===== src/rtl/enemy_step_scheduler_if.sv =====
// Step offer channel between the scheduler and the enemy position-update datapath.
interface enemy_step_scheduler_if #(
  parameter int unsigned IDW = 2
);
  logic           step_valid;
  logic [IDW-1:0] step_id;
  logic           step_ready;

  modport master (output step_valid, output step_id, input step_ready);
  modport slave  (input step_valid, input step_id, output step_ready);
endinterface


===== src/rtl/enemy_step_scheduler.sv =====
// Shared-tick enemy pacing: per-slot phase accumulators raise pending steps,
// which are round-robin offered one at a time to the position-update datapath.
module enemy_step_scheduler #(
  parameter int unsigned N_SLOTS = 4,
  parameter int unsigned SPD_W   = 8,
  parameter int unsigned ACC_W   = 16,
  parameter int unsigned IDW     = 2
) (
  input  logic                 clk,
  input  logic                 reset,
  input  logic                 tick,
  input  logic [N_SLOTS-1:0]   slot_active,
  input  logic                 cfg_we,
  input  logic [IDW-1:0]       cfg_id,
  input  logic [SPD_W-1:0]     cfg_speed,
  enemy_step_scheduler_if.master step,
  output logic [N_SLOTS-1:0]   pending,
  output logic                 overrun
);

  localparam int unsigned SUM_W = ACC_W + 1;

  typedef enum logic {
    S_IDLE,
    S_OFFER
  } state_t;

  state_t           state;
  logic [SPD_W-1:0] speed [N_SLOTS];
  logic [ACC_W-1:0] acc   [N_SLOTS];
  logic [IDW-1:0]   ptr;

  logic [SUM_W-1:0]   sum [N_SLOTS];
  logic [N_SLOTS-1:0] carry_vec;
  logic [N_SLOTS-1:0] id_onehot;
  logic [N_SLOTS-1:0] grant_vec;
  logic [N_SLOTS-1:0] ovr_vec;
  logic [N_SLOTS-1:0] pend_nxt;
  logic [N_SLOTS-1:0] avail;
  logic               id_active;
  logic               handshake;
  logic               sel_found;
  logic [IDW-1:0]     sel_idx;
  logic [IDW-1:0]     ptr_inc;

  // Decode the offered slot and whether the offer completes at this edge.
  always_comb begin
    id_onehot = '0;
    for (int unsigned i = 0; i < N_SLOTS; i++) begin
      id_onehot[i] = (step.step_id == IDW'(i));
    end
    id_active = |(slot_active & id_onehot);
    handshake = (state == S_OFFER) && step.step_ready && id_active;
    grant_vec = handshake ? id_onehot : '0;
    ptr_inc   = (step.step_id == IDW'(N_SLOTS - 1)) ? '0 : step.step_id + IDW'(1);
  end

  // Per-slot accumulate, carry detection and pending/overrun next state.
  always_comb begin
    carry_vec = '0;
    for (int unsigned i = 0; i < N_SLOTS; i++) begin
      sum[i]       = {1'b0, acc[i]} + SUM_W'(speed[i]);
      carry_vec[i] = tick && slot_active[i] && sum[i][ACC_W];
    end
    // A grant and a carry on the same slot merge into a fresh pending step.
    ovr_vec  = carry_vec & pending & ~grant_vec;
    pend_nxt = slot_active & ((pending & ~grant_vec) | carry_vec);
  end

  // Round-robin search for the first live pending slot at or after ptr.
  always_comb begin
    int unsigned cand;
    cand      = 0;
    sel_found = 1'b0;
    sel_idx   = '0;
    avail     = pending & slot_active;
    for (int unsigned k = 0; k < N_SLOTS; k++) begin
      cand = 32'(ptr) + k;
      if (cand >= N_SLOTS) begin
        cand = cand - N_SLOTS;
      end
      if (!sel_found && avail[cand[IDW-1:0]]) begin
        sel_found = 1'b1;
        sel_idx   = cand[IDW-1:0];
      end
    end
  end

  // Speed registers, accumulators, pending flags and overrun pulse.
  always_ff @(posedge clk) begin
    if (!reset) begin
      for (int unsigned i = 0; i < N_SLOTS; i++) begin
        speed[i] <= '0;
        acc[i]   <= '0;
      end
      pending <= '0;
      overrun <= 1'b0;
    end else begin
      if (cfg_we) begin
        speed[cfg_id] <= cfg_speed;
      end
      for (int unsigned i = 0; i < N_SLOTS; i++) begin
        if (!slot_active[i]) begin
          acc[i] <= '0;
        end else if (tick) begin
          acc[i] <= sum[i][ACC_W-1:0];
        end
      end
      pending <= pend_nxt;
      overrun <= |ovr_vec;
    end
  end

  // Offer FSM: IDLE picks a slot, OFFER holds it until accepted or withdrawn.
  always_ff @(posedge clk) begin
    if (!reset) begin
      state           <= S_IDLE;
      step.step_valid <= 1'b0;
      step.step_id    <= '0;
      ptr             <= '0;
    end else begin
      case (state)
        S_IDLE: begin
          step.step_valid <= 1'b0;
          if (sel_found) begin
            step.step_id    <= sel_idx;
            step.step_valid <= 1'b1;
            state           <= S_OFFER;
          end
        end
        S_OFFER: begin
          if (!id_active) begin
            // Enemy vanished before acceptance: drop the offer, keep ptr.
            step.step_valid <= 1'b0;
            state           <= S_IDLE;
          end else if (step.step_ready) begin
            step.step_valid <= 1'b0;
            ptr             <= ptr_inc;
            state           <= S_IDLE;
          end
        end
        default: begin
          step.step_valid <= 1'b0;
          state           <= S_IDLE;
        end
      endcase
    end
  end

endmodule


===== src/flat_wrapper.sv =====
// flat-port wrapper written by rule: the top's interface ports become plain ports
module enemy_step_scheduler_flat 
#(
  parameter int unsigned N_SLOTS = 4,
  parameter int unsigned SPD_W   = 8,
  parameter int unsigned ACC_W   = 16,
  parameter int unsigned IDW     = 2
)
  (clk, reset, tick, slot_active, cfg_we, cfg_id, cfg_speed, pending, overrun, step_step_valid, step_step_id, step_step_ready);
  enemy_step_scheduler_if #(.IDW(IDW)) step_i ();
  input  logic clk;
  input  logic reset;
  input  logic tick;
  input  logic [N_SLOTS-1:0] slot_active;
  input  logic cfg_we;
  input  logic [IDW-1:0] cfg_id;
  input  logic [SPD_W-1:0] cfg_speed;
  output logic [N_SLOTS-1:0] pending;
  output logic overrun;
  output wire logic [$bits(step_i.step_valid)-1:0] step_step_valid;
  output wire logic [$bits(step_i.step_id)-1:0] step_step_id;
  input wire logic [$bits(step_i.step_ready)-1:0] step_step_ready;
  assign step_step_valid = step_i.step_valid;
  assign step_step_id = step_i.step_id;
  assign step_i.step_ready = step_step_ready;
  enemy_step_scheduler #(.N_SLOTS(N_SLOTS), .SPD_W(SPD_W), .ACC_W(ACC_W), .IDW(IDW)) u_core (.clk(clk), .reset(reset), .tick(tick), .slot_active(slot_active), .cfg_we(cfg_we), .cfg_id(cfg_id), .cfg_speed(cfg_speed), .step(step_i), .pending(pending), .overrun(overrun));
endmodule

===== config.mk =====
export PLATFORM = sky130hd
export DESIGN_NAME = enemy_step_scheduler_flat
export DESIGN_NICKNAME = d
export VERILOG_FILES = /design/src/rtl/enemy_step_scheduler_if.sv /design/src/rtl/enemy_step_scheduler.sv /design/src/flat_wrapper.sv
export SDC_FILE = /design/constraint.sdc
export NUM_CORES = 1
export LEC_CHECK = 0
export BUFFER_PORTS_ARGS = -buffer_cell sky130_fd_sc_hd__buf_4
export CAP_MARGIN = 20
export CORE_MARGIN = 2
export CORE_UTILIZATION = 40
export DETAILED_ROUTE_END_ITERATION = 16
export PLACE_DENSITY = 0.69
export SYNTH_ARGS = -nofsm -noshare
export SYNTH_HDL_FRONTEND = slang
export SYNTH_SLANG_ARGS = --single-unit

===== constraint.sdc =====
create_clock -name clk -period 2.2 [get_ports clk]
set_input_delay 0 -clock clk [delete_from_list [all_inputs] [get_ports clk]]
set_output_delay 0 -clock clk [all_outputs]
set_load 0.01 [all_outputs]

==> key figures, run 1 <==
Global routing
  • Vias in the first global route: 4368
  • GR peak layer: met2
  • Gr ovfl total: 0
  • Largest net degree at the start of global routing: 19
  • Grt met1 use: 22.4%
  • GRT Util Overall: 16.7%
  • GR Util met2: 27.2%
  • Grt met3 use: 2.39%
  • Initial antenna violation count: 0
  • First-pass GRT wire length: 21400 µm

Timing
  • Minimum clock period: 2.14 ns
  • RSZ-0062 raised after global routing: true
  • Least-Margin Pin Slew: 0.729 ns
  • PnR worst setup slack: 0.0638 ns
  • # setup viols final: 0
  • Worst Clk Skew: 0.00712 ns
  • Tcrit/Tclk final: 97.1%
  • TNS Setup: 0 ns
  • Slew Limit Headroom: 51.3%
  • Max Freq: 468 MHz
  • Final hold viol count: 0
  • Slew Viols, Final: 0

Yosys
  • Most common cell in the netlist: edfxtp_1
  • Largest cells by area after synthesis: edfxtp_1, ha_1, dfxtp_1, and2_1, xor2_1
  • Sequential area share after synthesis: 51.0%
  • Synth cell types: 56
  • Area share of the largest cell type after synthesis: 47.4%
  • Synthesized area: 6090 µm²
  • Async set-reset flop share out of synthesis: 0%
  • Post-synth EDFFs: 96
  • Net Count, Synth: 605
  • Top FF cell, synth: edfxtp_1
  • Flop and latch count out of synthesis: 107
  • Yosys warning count: 0
  • Synth Area per Inst: 11.1 µm²
  • Top cells by count, synth: edfxtp_1, nor2_1, o21ai_0
  • Post-synth top area cell: edfxtp_1
  • Mapped Cells: 546

Worst hold path
  • Hold path cells: 2
  • Hold Crit Class: input pin to flip-flop

Routing
  • 1st-iter DRT viols: 231
  • DRC errors left: 0
  • Drt first pass iters: 4
  • Vias: 4519
  • Vias/cell: 5.57
  • Avg WL per Cell: 16.4 µm
  • Final ANT Viol Nets: 0
  • Routed WL: 13300 µm

Finish
  • Final cell count without fillers: 811
  • Area Overhead vs Synth: 21.0%
  • Fillcell total: 1280
  • Final core utilization: 49.0%
  • ANT cells: 0
  • Share of cells above drive strength 1: 16.9%
  • Nets: 677

Place
  • DPL Wire Length: 9140 µm
  • GP Congestion: 0.864
  • Port Buf Inserts: 26
  • Placed Cells: 776
  • Pre-CTS setup slack: -0.111 ns

Clock network
  • CTS Buffer Depth: 2
  • TritonCTS Buffers: 9
  • H-tree levels: 3
  • Reg clk slew, reported paths: 0.07 ns
  • Clk root buf: clkbuf_16
  • CTS tree: done
  • TritonCTS sink count: 107
  • Worst skew pair latency: 0.36 ns

Worst setup path
  • Crit path largest cell delay: 0.48 ns
  • Critical Path Stages: 7
  • Setup Crit Path Kind: flip-flop to flip-flop
  • Arrival time worst endpoint: 2.33 ns
  • CP bufs+invs: 1
  • CP cell instances: ha_4 -> o21ai_1 -> o21ai_1 -> a21boi_1 -> buf_4 -> or4_1 -> a21oi_1
  • CP delay by family, top: compound AO/OA/AOI/OAI gates
  • CP startpoint kind: flip-flop
  • Worst endpoint required time: 2.40 ns
  • R2R depth: 7
  • Worst Setup End Kind: flip-flop
  • CP most frequent cell: o21ai_1
  • Crit-path max FO: 7
  • CP max stage cell: or4_1

Pwr
  • PD cells: 674 nW/µm²
  • VDD IR max: 0.537 mV
  • Tot Pwr: 4.96 mW
  • LEAKAGE: 2.84 nW

Floorplanning
  • Vert. Die Dim: 127 µm
  • I/O Pins: 27
  • Starting Density: 40.5%
  • Core Area: 15000 µm²
  • Die Span X: 127 µm
  • Row cnt: 45
  • Die footprint: 16200 µm²

Flow run
  • Max-cap violations: 0

Status
  • Run status: complete, no violations
-- metrics by stage --
step,cell area (µm²),hold WS (ns)
after floorplan,6090,0.116
after global placement,6680,0.281
after detailed placement,6680,0.281
after CTS,7160,0.110
after global routing,7360,0.137
final,7360,0.129
-- power breakdown --
part	total [mW]	switching, mW	internal (mW)
Sequential	2.41	0.0803	2.33
Combinational	0.809	0.442	0.367
Clock	1.74	0.745	0.994
Total	4.96	1.27	3.69
-- flip-flops by register name, summed over array words and instances (netlist names) --
| register | cells |
|---|---|
| u_core.step.step_valid | 1 |
| u_core.pending | 4 |
| u_core.acc | 64 |
| u_core.ptr | 2 |
| u_core.state | 1 |
| u_core.overrun | 1 |
| u_core.speed | 32 |
| u_core.step.step_id | 2 |
-- cell usage in the layout, fill, tap and decap left out, types with 4 or more instances in the layout --
master,count
nor4_1,4
ha_4,8
o21ai_1,4
dfxtp_1,11
o21bai_1,6
o21ai_0,34
xnor2_1,8
o31ai_1,5
xor2_1,23
ha_1,26
nand4_1,6
buf_4,55
nor3_1,7
a21o_1,10
or4_1,5
and4_1,4
and2_1,33
or3_1,10
a211oi_1,12
edfxtp_1,96
nor2_1,48
clkbuf_16,9
dlygate4sd3_1,15
nand2b_1,9
nand3_1,17
nand2_1,28
a21oi_1,27
o21a_1,4
and3_1,22
inv_1,12
-- per-layer routing --
metal	wire, µm	share of wire (%)	up-vias
met1	5950	45	2183
li1	-	-	2224
met4	253	1.9	0
met3	483	3.6	18
met5	0	0	-
met2	6620	50	94
-- what timing repair did --
item / in CTS / in global routing
endpoints found under the setup margin: 10 / 37
pin swaps: 2 / 26
hold buffers: 15 / 0
buffers inserted: 0 / 4
hold endpoints to repair: 29 / 0
cloned: 0 / 0
resized for setup: 4 / 28
-- final cells by class --
type / count / area (µm²) / area share, %
Timing Repair Buffer: 70 / 563 / 7.65
Inverter: 12 / 45.0 / 0.612
Tap cell: 188 / 235 / 3.19
Clock inverter: 7 / 92.6 / 1.26
Sequential cell: 107 / 3100 / 42.1
Multi-Input combinational cell: 418 / 3100 / 42.1
Clock buffer: 9 / 225 / 3.06
-- worst paths after layout --
path / start / to / slack (ns)
hold reg to reg: u_core.step.step_valid$_SDFFE_PN0P_ / u_core.step.step_valid$_SDFFE_PN0P_ / 0.51
setup / recovery: u_core.speed[2][2]$_SDFFCE_PN0P_ / u_core.acc[2][13]$_SDFFCE_PN0P_ / 0.06
hold / removal: reset / u_core.speed[3][5]$_DFFE_PP_ / 0.13
setup reg to reg: u_core.speed[2][2]$_SDFFCE_PN0P_ / u_core.acc[2][13]$_SDFFCE_PN0P_ / 0.06
-- logic make-up (layout without fill, tap and decap cells) --
kind of cell / after synthesis / after routing / synth area share [%]
compound gates: 142 / 142 / 16.3
xor+xnor: 31 / 31 / 4.46
mux: 3 / 3 / 0.493
flops: 107 / 107 / 51.0
fa+ha+maj: 40 / 40 / 8.72
simple gates: 202 / 202 / 17.8
buf+inv: 21 / 98 / 1.29
(Power assumes the default switching activity.)
==> run 2: changes to the inputs <==
--- a/config.mk
+++ b/config.mk
@@ -11,6 +11,7 @@
 export CORE_UTILIZATION = 40
 export DETAILED_ROUTE_END_ITERATION = 16
 export PLACE_DENSITY = 0.69
+export REMOVE_ABC_BUFFERS = 1
 export SYNTH_ARGS = -nofsm -noshare
 export SYNTH_HDL_FRONTEND = slang
 export SYNTH_SLANG_ARGS = --single-unit
==> run 2 against run 1 <==
Hold slack worse by 0.10 ns. Final cell count is 1.1% higher. First-iteration DRC count is 55% higher. Setup slack worse by 0.018 ns. Clock power is 4% lower. Combinational power is 0.9% higher. Power is 1.4% lower. Largest cell class unchanged.
==> key figures, run 2 (same netlist as run 1, synthesis figures left out) <==
Place
  • Port Buf Inserts: 26 (unchanged)
  • GP Congestion: 0.839 (-2.9%)
  • DPL Wire Length: 9200 µm (+0.61%)
  • Pre-CTS setup slack: -0.118 ns (-0.00692 ns)

Pwr
  • LEAKAGE: 2.88 nW (+1.3%)
  • Sequential share of power: 49.2% (+0.5 points)
  • VDD IR max: 0.416 mV (-23%)
  • PD cells: 665 nW/µm² (-1.3%)
  • NetSw: 1.30 mW (+2.8%)
  • Switching Share: 26.6% (+1.1 points)
  • Clock Power Share: 34.1% (-0.9 points)
  • Internal power: 3.59 mW (-2.8%)
  • Gate power share: 16.7% (+0.4 points)

Routing
  • DRC errors left: 0 (unchanged)
  • Drt first pass iters: 4 (unchanged)
  • Vias: 4524 (+0.11%)
  • Vias/cell: 5.52 (-0.99%)
  • Final ANT Viol Nets: 0 (unchanged)
  • Routed WL: 13200 µm (-0.80%)
  • 1st-iter DRT viols: 359 (+55%)
  • Avg WL per Cell: 16.1 µm (-1.9%)

Global routing
  • First-pass GRT wire length: 21900 µm (+2.1%)
  • Vias in the first global route: 4420 (+1.2%)
  • Gr ovfl total: 0 (unchanged)
  • Largest net degree at the start of global routing: 32 (+13)
  • Initial antenna violation count: 0 (unchanged)
  • GRT Util Overall: 16.9% (+0.17 points)

Floorplanning
  • Vert. Die Dim: 127 µm (unchanged)
  • I/O Pins: 27 (unchanged)
  • Starting Density: 40.5% (unchanged)
  • Row cnt: 45 (unchanged)
  • Core Area: 15000 µm² (unchanged)
  • Die footprint: 16200 µm² (unchanged)
  • Die Span X: 127 µm (unchanged)

Clock network
  • H-tree levels: 3 (unchanged)
  • TritonCTS sink count: 107 (unchanged)
  • Worst skew pair latency: 0.35 ns (about the same)
  • CTS tree: done
  • CTS Buffer Depth: 2 (unchanged)
  • TritonCTS Buffers: 9 (unchanged)
  • Reg clk slew, reported paths: 0.07 ns (about the same)
  • Clk root buf: clkbuf_16

Worst setup path
  • Flop-to-flop setup slack: 0.05 ns (-0.02 ns)
  • CP max stage cell: edfxtp_1
  • Arrival time worst endpoint: 2.24 ns (-0.09 ns)
  • Crit path largest cell delay: 0.42 ns (-0.06 ns)
  • Setup Crit Path Kind: flip-flop to flip-flop
  • Worst Setup End Kind: flip-flop
  • CP delay by family, top: compound AO/OA/AOI/OAI gates
  • Crit-path max FO: 4 (-3)
  • R2R depth: 6 (-1)
  • Worst endpoint required time: 2.29 ns (-0.11 ns)
  • CP cell instances: ha_1 -> a21o_1 -> a221o_1 -> o41ai_2 -> xor2_1 -> nor2_1
  • CP bufs+invs: 0 (-1)
  • Reg-to-reg critical path startpoint: u_core.speed[3][1]$_DFFE_PP_
  • CP startpoint kind: flip-flop
  • Reg2reg end: u_core.acc[3][7]$_SDFFCE_PN0P_

Timing
  • PnR worst setup slack: 0.0463 ns (-0.0176 ns)
  • Slew Viols, Final: 0 (unchanged)
  • Tcrit/Tclk final: 97.9% (+0.80 points)
  • Worst Clk Skew: 0.00504 ns (-0.00208 ns)
  • Least-Margin Pin Slew: 0.645 ns (-0.0846 ns)
  • TNS Setup: 0 ns (unchanged)
  • Final hold viol count: 0 (unchanged)
  • Max Freq: 464 MHz (-0.81%)
  • Slew Limit Headroom: 56.9% (+5.6 points)
  • Minimum clock period: 2.15 ns (+0.0176 ns)
  • RSZ-0062 raised after global routing: true
  • # setup viols final: 0 (unchanged)

Finish
  • Largest regs: u_core.acc (64), u_core.speed (32), u_core.pending (4)
  • Most common cell after layout, fill and taps aside: edfxtp_1
  • Nets: 686 (+1.3%)
  • Largest register FFs: 64 (unchanged)
  • ANT cells: 0 (unchanged)
  • Share of cells above drive strength 1: 18.5% (+1.7 points)
  • Area Overhead vs Synth: 20.9%
  • Biggest register: u_core.acc
  • Most frequent cells in the layout: edfxtp_1, buf_4, nor2_1, o21ai_0, and2_1

Worst hold path
  • Hold Path Sink: u_core.pending[3]$_SDFF_PN0_
  • Worst Hold Launch: reset
  • Hold path cells: 3 (+1)
  • Hold Crit Class: input pin to flip-flop

Flow run
  • Max-cap violations: 0 (unchanged)

Status
  • Run status: complete, no violations
-- run 2: how the worst max path moves through the flow --
| stage | startpoint | endpoint | slack [ns] | cells after the start |
|---|---|---|---|---|
| floorplan | u_core.speed[3][0]$_DFFE_PP_ | u_core.acc[3][6]$_SDFFCE_PN0P_ | -0.03 | 7 |
| global placement | u_core.speed[1][0]$_SDFFCE_PN0P_ | u_core.overrun$_SDFF_PN0_ | -0.03 | 7 |
| detailed placement | u_core.speed[1][0]$_SDFFCE_PN0P_ | u_core.overrun$_SDFF_PN0_ | -0.12 | 7 |
| CTS | u_core.speed[2][0]$_SDFFCE_PN0P_ | u_core.overrun$_SDFF_PN0_ | 0.02 | 7 |
| global route | u_core.speed[3][1]$_DFFE_PP_ | u_core.acc[3][7]$_SDFFCE_PN0P_ | -0.08 | 6 |
| finish | u_core.speed[3][1]$_DFFE_PP_ | u_core.acc[3][7]$_SDFFCE_PN0P_ | 0.05 | 6 |
-- run 2: power groups by stage --
stage	clock network [mW]	registers [mW]	logic [mW]
2_1_floorplan	0	2.42	0.487
3_3_place_gp	0	2.44	0.687
3_5_place_dp	0	2.44	0.711
4_1_cts	1.69	2.40	0.746
5_1_grt	1.75	2.42	0.906
6_report	1.67	2.41	0.816
-- run 2: final cells by class --
type	instances	area (µm²)
fill	1303	7680
sequential	107	3100
multi-input combinational	418	3050
clock inverter	7	76.3
timing repair buffer	79	626
tap	188	235
clock buffer	9	225
inverter	12	45.0
-- run 2: metal layers --
metal	wire, µm	vias up	GRT usage, %
met5	0	-	0
met4	242	0	6.33
met3	276	19	2.55
met2	6630	55	29.1
met1	6050	2210	21.6
li1	-	2240	-
-- run 2: worst min-delay path: stages --
cell and delay, ns:
buf_4 0.21, nand2_1 0.10, a21oi_1 0.03
-- run 2: metrics by stage --
stage | area (µm²) | cells | util (%) | power, mW | hold slack, ns
floorplan | 6050 | 537 | - | 2.91 | 0.116
global placement | 6720 | 782 | 44.7 | 3.13 | 0.279
detailed placement | 6720 | 782 | 44.7 | 3.15 | 0.280
CTS | 7180 | 811 | 47.7 | 4.83 | 0.0127
global route | 7360 | 820 | 48.9 | 5.08 | 0.0478
finish | 7360 | 820 | 48.9 | 4.89 | 0.0267
-- run 2: timing repair --
item | CTS | global route
buffers inserted | 0 | 9
pin swaps | 1 | 19
resized for setup | 6 | 23
endpoints found under the hold margin | 28 | 0
setup endpoints to repair | 15 | 34
hold buffers | 13 | 0
==> run 3: changes to the inputs <==
--- a/config.mk
+++ b/config.mk
@@ -5,6 +5,7 @@
 export SDC_FILE = /design/constraint.sdc
 export NUM_CORES = 1
 export LEC_CHECK = 0
+export ABC_AREA = 1
 export BUFFER_PORTS_ARGS = -buffer_cell sky130_fd_sc_hd__buf_4
 export CAP_MARGIN = 20
 export CORE_MARGIN = 2
==> constraint.sdc (replaced) <==
create_clock -name clk -period 2.2 [get_ports clk]
set_input_delay 0 -clock clk [delete_from_list [all_inputs] [get_ports clk]]
set_output_delay 0 -clock clk [all_outputs]
set_load 0.05 [all_outputs]
==> run 3 against run 2 <==
Largest power group unchanged. Utilization is 2.8 points lower. Synthesized cell count is 39% higher. Non-clock buffer count is 38 lower. Routed wire length is 1.7% higher. Register-to-register slack better by 0.11 ns. Design area is 0.68% lower. Highest routed layer unchanged.
==> key figures, run 3 <==
Clock network
  • CTS tree: done
  • TritonCTS sink count: 107 (unchanged)
  • H-tree levels: 3 (unchanged)
  • CTS Buffer Depth: 2 (unchanged)
  • Postcts setup bufs: 0 (unchanged)
  • Worst skew pair latency: 0.36 ns (about the same)
  • Clk root buf: clkbuf_16
  • TritonCTS Buffers: 9 (unchanged)
  • Reg clk slew, reported paths: 0.08 ns (about the same)

Timing
  • Worst Clk Skew: 0.0113 ns (+0.00624 ns)
  • Final hold viol count: 0 (unchanged)
  • WHS: 0.0145 ns (-0.0122 ns)
  • # setup viols final: 0 (unchanged)
  • Minimum clock period: 2.04 ns (-0.109 ns)
  • Slew Limit Headroom: 53.6% (-3.3 points)
  • Tcrit/Tclk final: 92.9% (-4.9 points)
  • Max Freq: 489 MHz (+5.3%)
  • RSZ-0062 raised after global routing: true
  • Slew Viols, Final: 0 (unchanged)
  • Least-Margin Pin Slew: 0.694 ns (+0.0495 ns)

Finish
  • Biggest register: u_core.acc
  • Fillcell total: 1534 (+18%)
  • Final core utilization: 46.2% (-2.8 points)
  • Largest regs: u_core.acc (64), u_core.speed (32), u_core.pending (4)
  • Final cell count without fillers: 1023 (+25%)
  • Nets: 861 (+26%)
  • Most frequent cells in the layout: nand2_1, nor2_1, edfxtp_1, inv_1, a21oi_1
  • Most common cell after layout, fill and taps aside: nand2_1
  • Area Overhead vs Synth: 13.6%
  • ANT cells: 0 (unchanged)
  • Share of cells above drive strength 1: 9.91% (-8.6 points)
  • Largest register FFs: 64 (unchanged)

Yosys
  • Flop and latch count out of synthesis: 107 (unchanged)
  • Top FF cell, synth: edfxtp_1
  • Async set-reset flop share out of synthesis: 0% (unchanged)
  • Synthesized area: 6430 µm² (+5.7%)
  • Synth Area per Inst: 8.50 µm² (-24%)
  • Mapped Cells: 757 (+39%)
  • Area share of the largest cell type after synthesis: 44.8% (-2.5 points)
  • Post-synth top area cell: edfxtp_1
  • Largest cells by area after synthesis: edfxtp_1, nand2_1, ha_1, nor2_1, a21oi_1
  • Most common cell in the netlist: nand2_1
  • Yosys warning count: 0 (unchanged)
  • Top cells by count, synth: nand2_1, nor2_1, edfxtp_1
  • Synth cell types: 38 (-32%)
  • Sequential area share after synthesis: 48.2% (-2.7 points)
  • Post-synth EDFFs: 96 (unchanged)

Worst setup path
  • Worst Setup End Kind: flip-flop
  • CP startpoint kind: flip-flop
  • Crit-path max FO: 4 (unchanged)
  • Arrival time worst endpoint: 2.15 ns (-0.09 ns)
  • Worst endpoint required time: 2.31 ns (+0.02 ns)
  • Setup Crit Path Kind: flip-flop to flip-flop

Floorplanning
  • Die Span X: 131 µm (+2.7%)
  • Core Area: 15800 µm² (+5.3%)
  • Row cnt: 46 (+2.2%)
  • Die footprint: 17100 µm² (+5.5%)
  • Vert. Die Dim: 131 µm (+2.7%)
  • I/O Pins: 27 (unchanged)
  • Starting Density: 40.6% (+0.14 points)

Place
  • Placed Cells: 999 (+28%)
  • DPL Wire Length: 9930 µm (+8.0%)
  • GP Congestion: 0.819 (-2.4%)
  • Port Buf Inserts: 26 (unchanged)

Routing
  • Avg WL per Cell: 13.1 µm (-18%)
  • Final ANT Viol Nets: 0 (unchanged)
  • DRC errors left: 0 (unchanged)
  • 1st-iter DRT viols: 335 (-6.7%)
  • Vias: 5082 (+12%)
  • Routed WL: 13400 µm (+1.7%)
  • Vias/cell: 4.97 (-10%)
  • Drt first pass iters: 5 (+1)

Pwr
  • LEAKAGE: 3.11 nW (+8.1%)
  • PD cells: 714 nW/µm² (+7.3%)
  • VDD IR max: 0.394 mV (-5.1%)

Global routing
  • Largest net degree at the start of global routing: 21 (-34%)
  • Gr ovfl total: 0 (unchanged)
  • GRT Util Overall: 16.9% (about the same)
  • First-pass GRT wire length: 22500 µm (+2.8%)
  • Vias in the first global route: 4813 (+8.9%)
  • Initial antenna violation count: 0 (unchanged)

Flow run
  • Max-cap violations: 0 (unchanged)

Worst hold path
  • Hold Crit Class: input pin to flip-flop

Status
  • Run status: complete, no violations
-- run 3: changes by cell type after synthesis, moves of 22 or more --
cell	before	now
nand2_1	28	173
inv_1	12	81
nor2_1	48	102
a21oi_1	27	74
nand3_1	17	57
and2_1	33	0
xor2_1	23	0
and3_1	22	0
-- run 3: worst max-delay path, cell delays in order, from the launching register on --
cell and delay [ns]:
edfxtp_1 0.38, ha_1 0.25, fa_1 0.42, nand3_1 0.09, nand3_1 0.14, a21oi_2 0.19, o21ai_1 0.12, o21ai_0 0.16
a21oi_1 0.06
-- run 3: logic make-up after synthesis --
kind of cell | after synthesis | synth area share [%]
AOI/OAI and AO/OA | 134 | 11.1
xor gates and xnor gates | 7 | 1.36
adders and majority gates | 40 | 8.25
buffers and inverters | 92 | 5.74
DFF | 107 | 48.2
and+or+nand+nor | 377 | 25.3
-- run 3: area by class of cell --
| cell class | count | area, µm² | area share, % |
|---|---|---|---|
| multi-input combinational | 558 | 2970 | 40.7 |
| clock buffer | 9 | 225 | 3.08 |
| tap | 216 | 270 | 3.70 |
| clock inverter | 7 | 88.8 | 1.22 |
| sequential | 107 | 3100 | 42.5 |
| timing repair buffer | 41 | 328 | 4.49 |
| inverter | 85 | 322 | 4.40 |
-- run 3: where the power goes --
group	switching, mW	internal, mW
registers	0.112	2.36
clock network	0.816	0.916
logic	0.651	0.355
-- run 3: what timing repair did --
action | CTS | global route
endpoints found under the setup margin | 0 | 4
hold buffers | 8 | 0
gates resized for setup | 0 | 3
endpoints found under the hold margin | 10 | 0
-- run 3: final timing paths --
check	startpoint	to	slack, ns	cells past startpoint
hold reg to reg	u_core.step.step_valid$_SDFFE_PN0P_	u_core.step.step_valid$_SDFFE_PN0P_	0.50	2
setup / recovery	u_core.speed[0][0]$_SDFFCE_PN0P_	u_core.acc[0][8]$_SDFFCE_PN0P_	0.16	8
hold / removal	cfg_speed[5]	u_core.speed[3][5]$_DFFE_PP_	0.01	3
setup reg to reg	u_core.speed[0][0]$_SDFFCE_PN0P_	u_core.acc[0][8]$_SDFFCE_PN0P_	0.16	8
-- run 3: layer usage --
metal	vias up	routed length, µm	track usage [%]
li1	2661	-	-
met1	2330	6220	21.4
met2	74	6610	29.6
met3	17	399	3.71
met4	0	199	4.26
met5	-	0	0
-- run 3: per-stage QoR --
step / TNS (ns) / worst slack [ns] / total power, mW / area (µm²)
finish: 0 / 0.155 / 5.21 / 7310
global route: -0.00759 / -0.00759 / 5.47 / 7310
CTS: 0 / 0.128 / 5.25 / 7300
detailed placement: 0 / 0.127 / 3.51 / 6900
global placement: 0 / 0.162 / 3.49 / 6900
floorplan: 0 / 0.278 / 3.24 / 6380
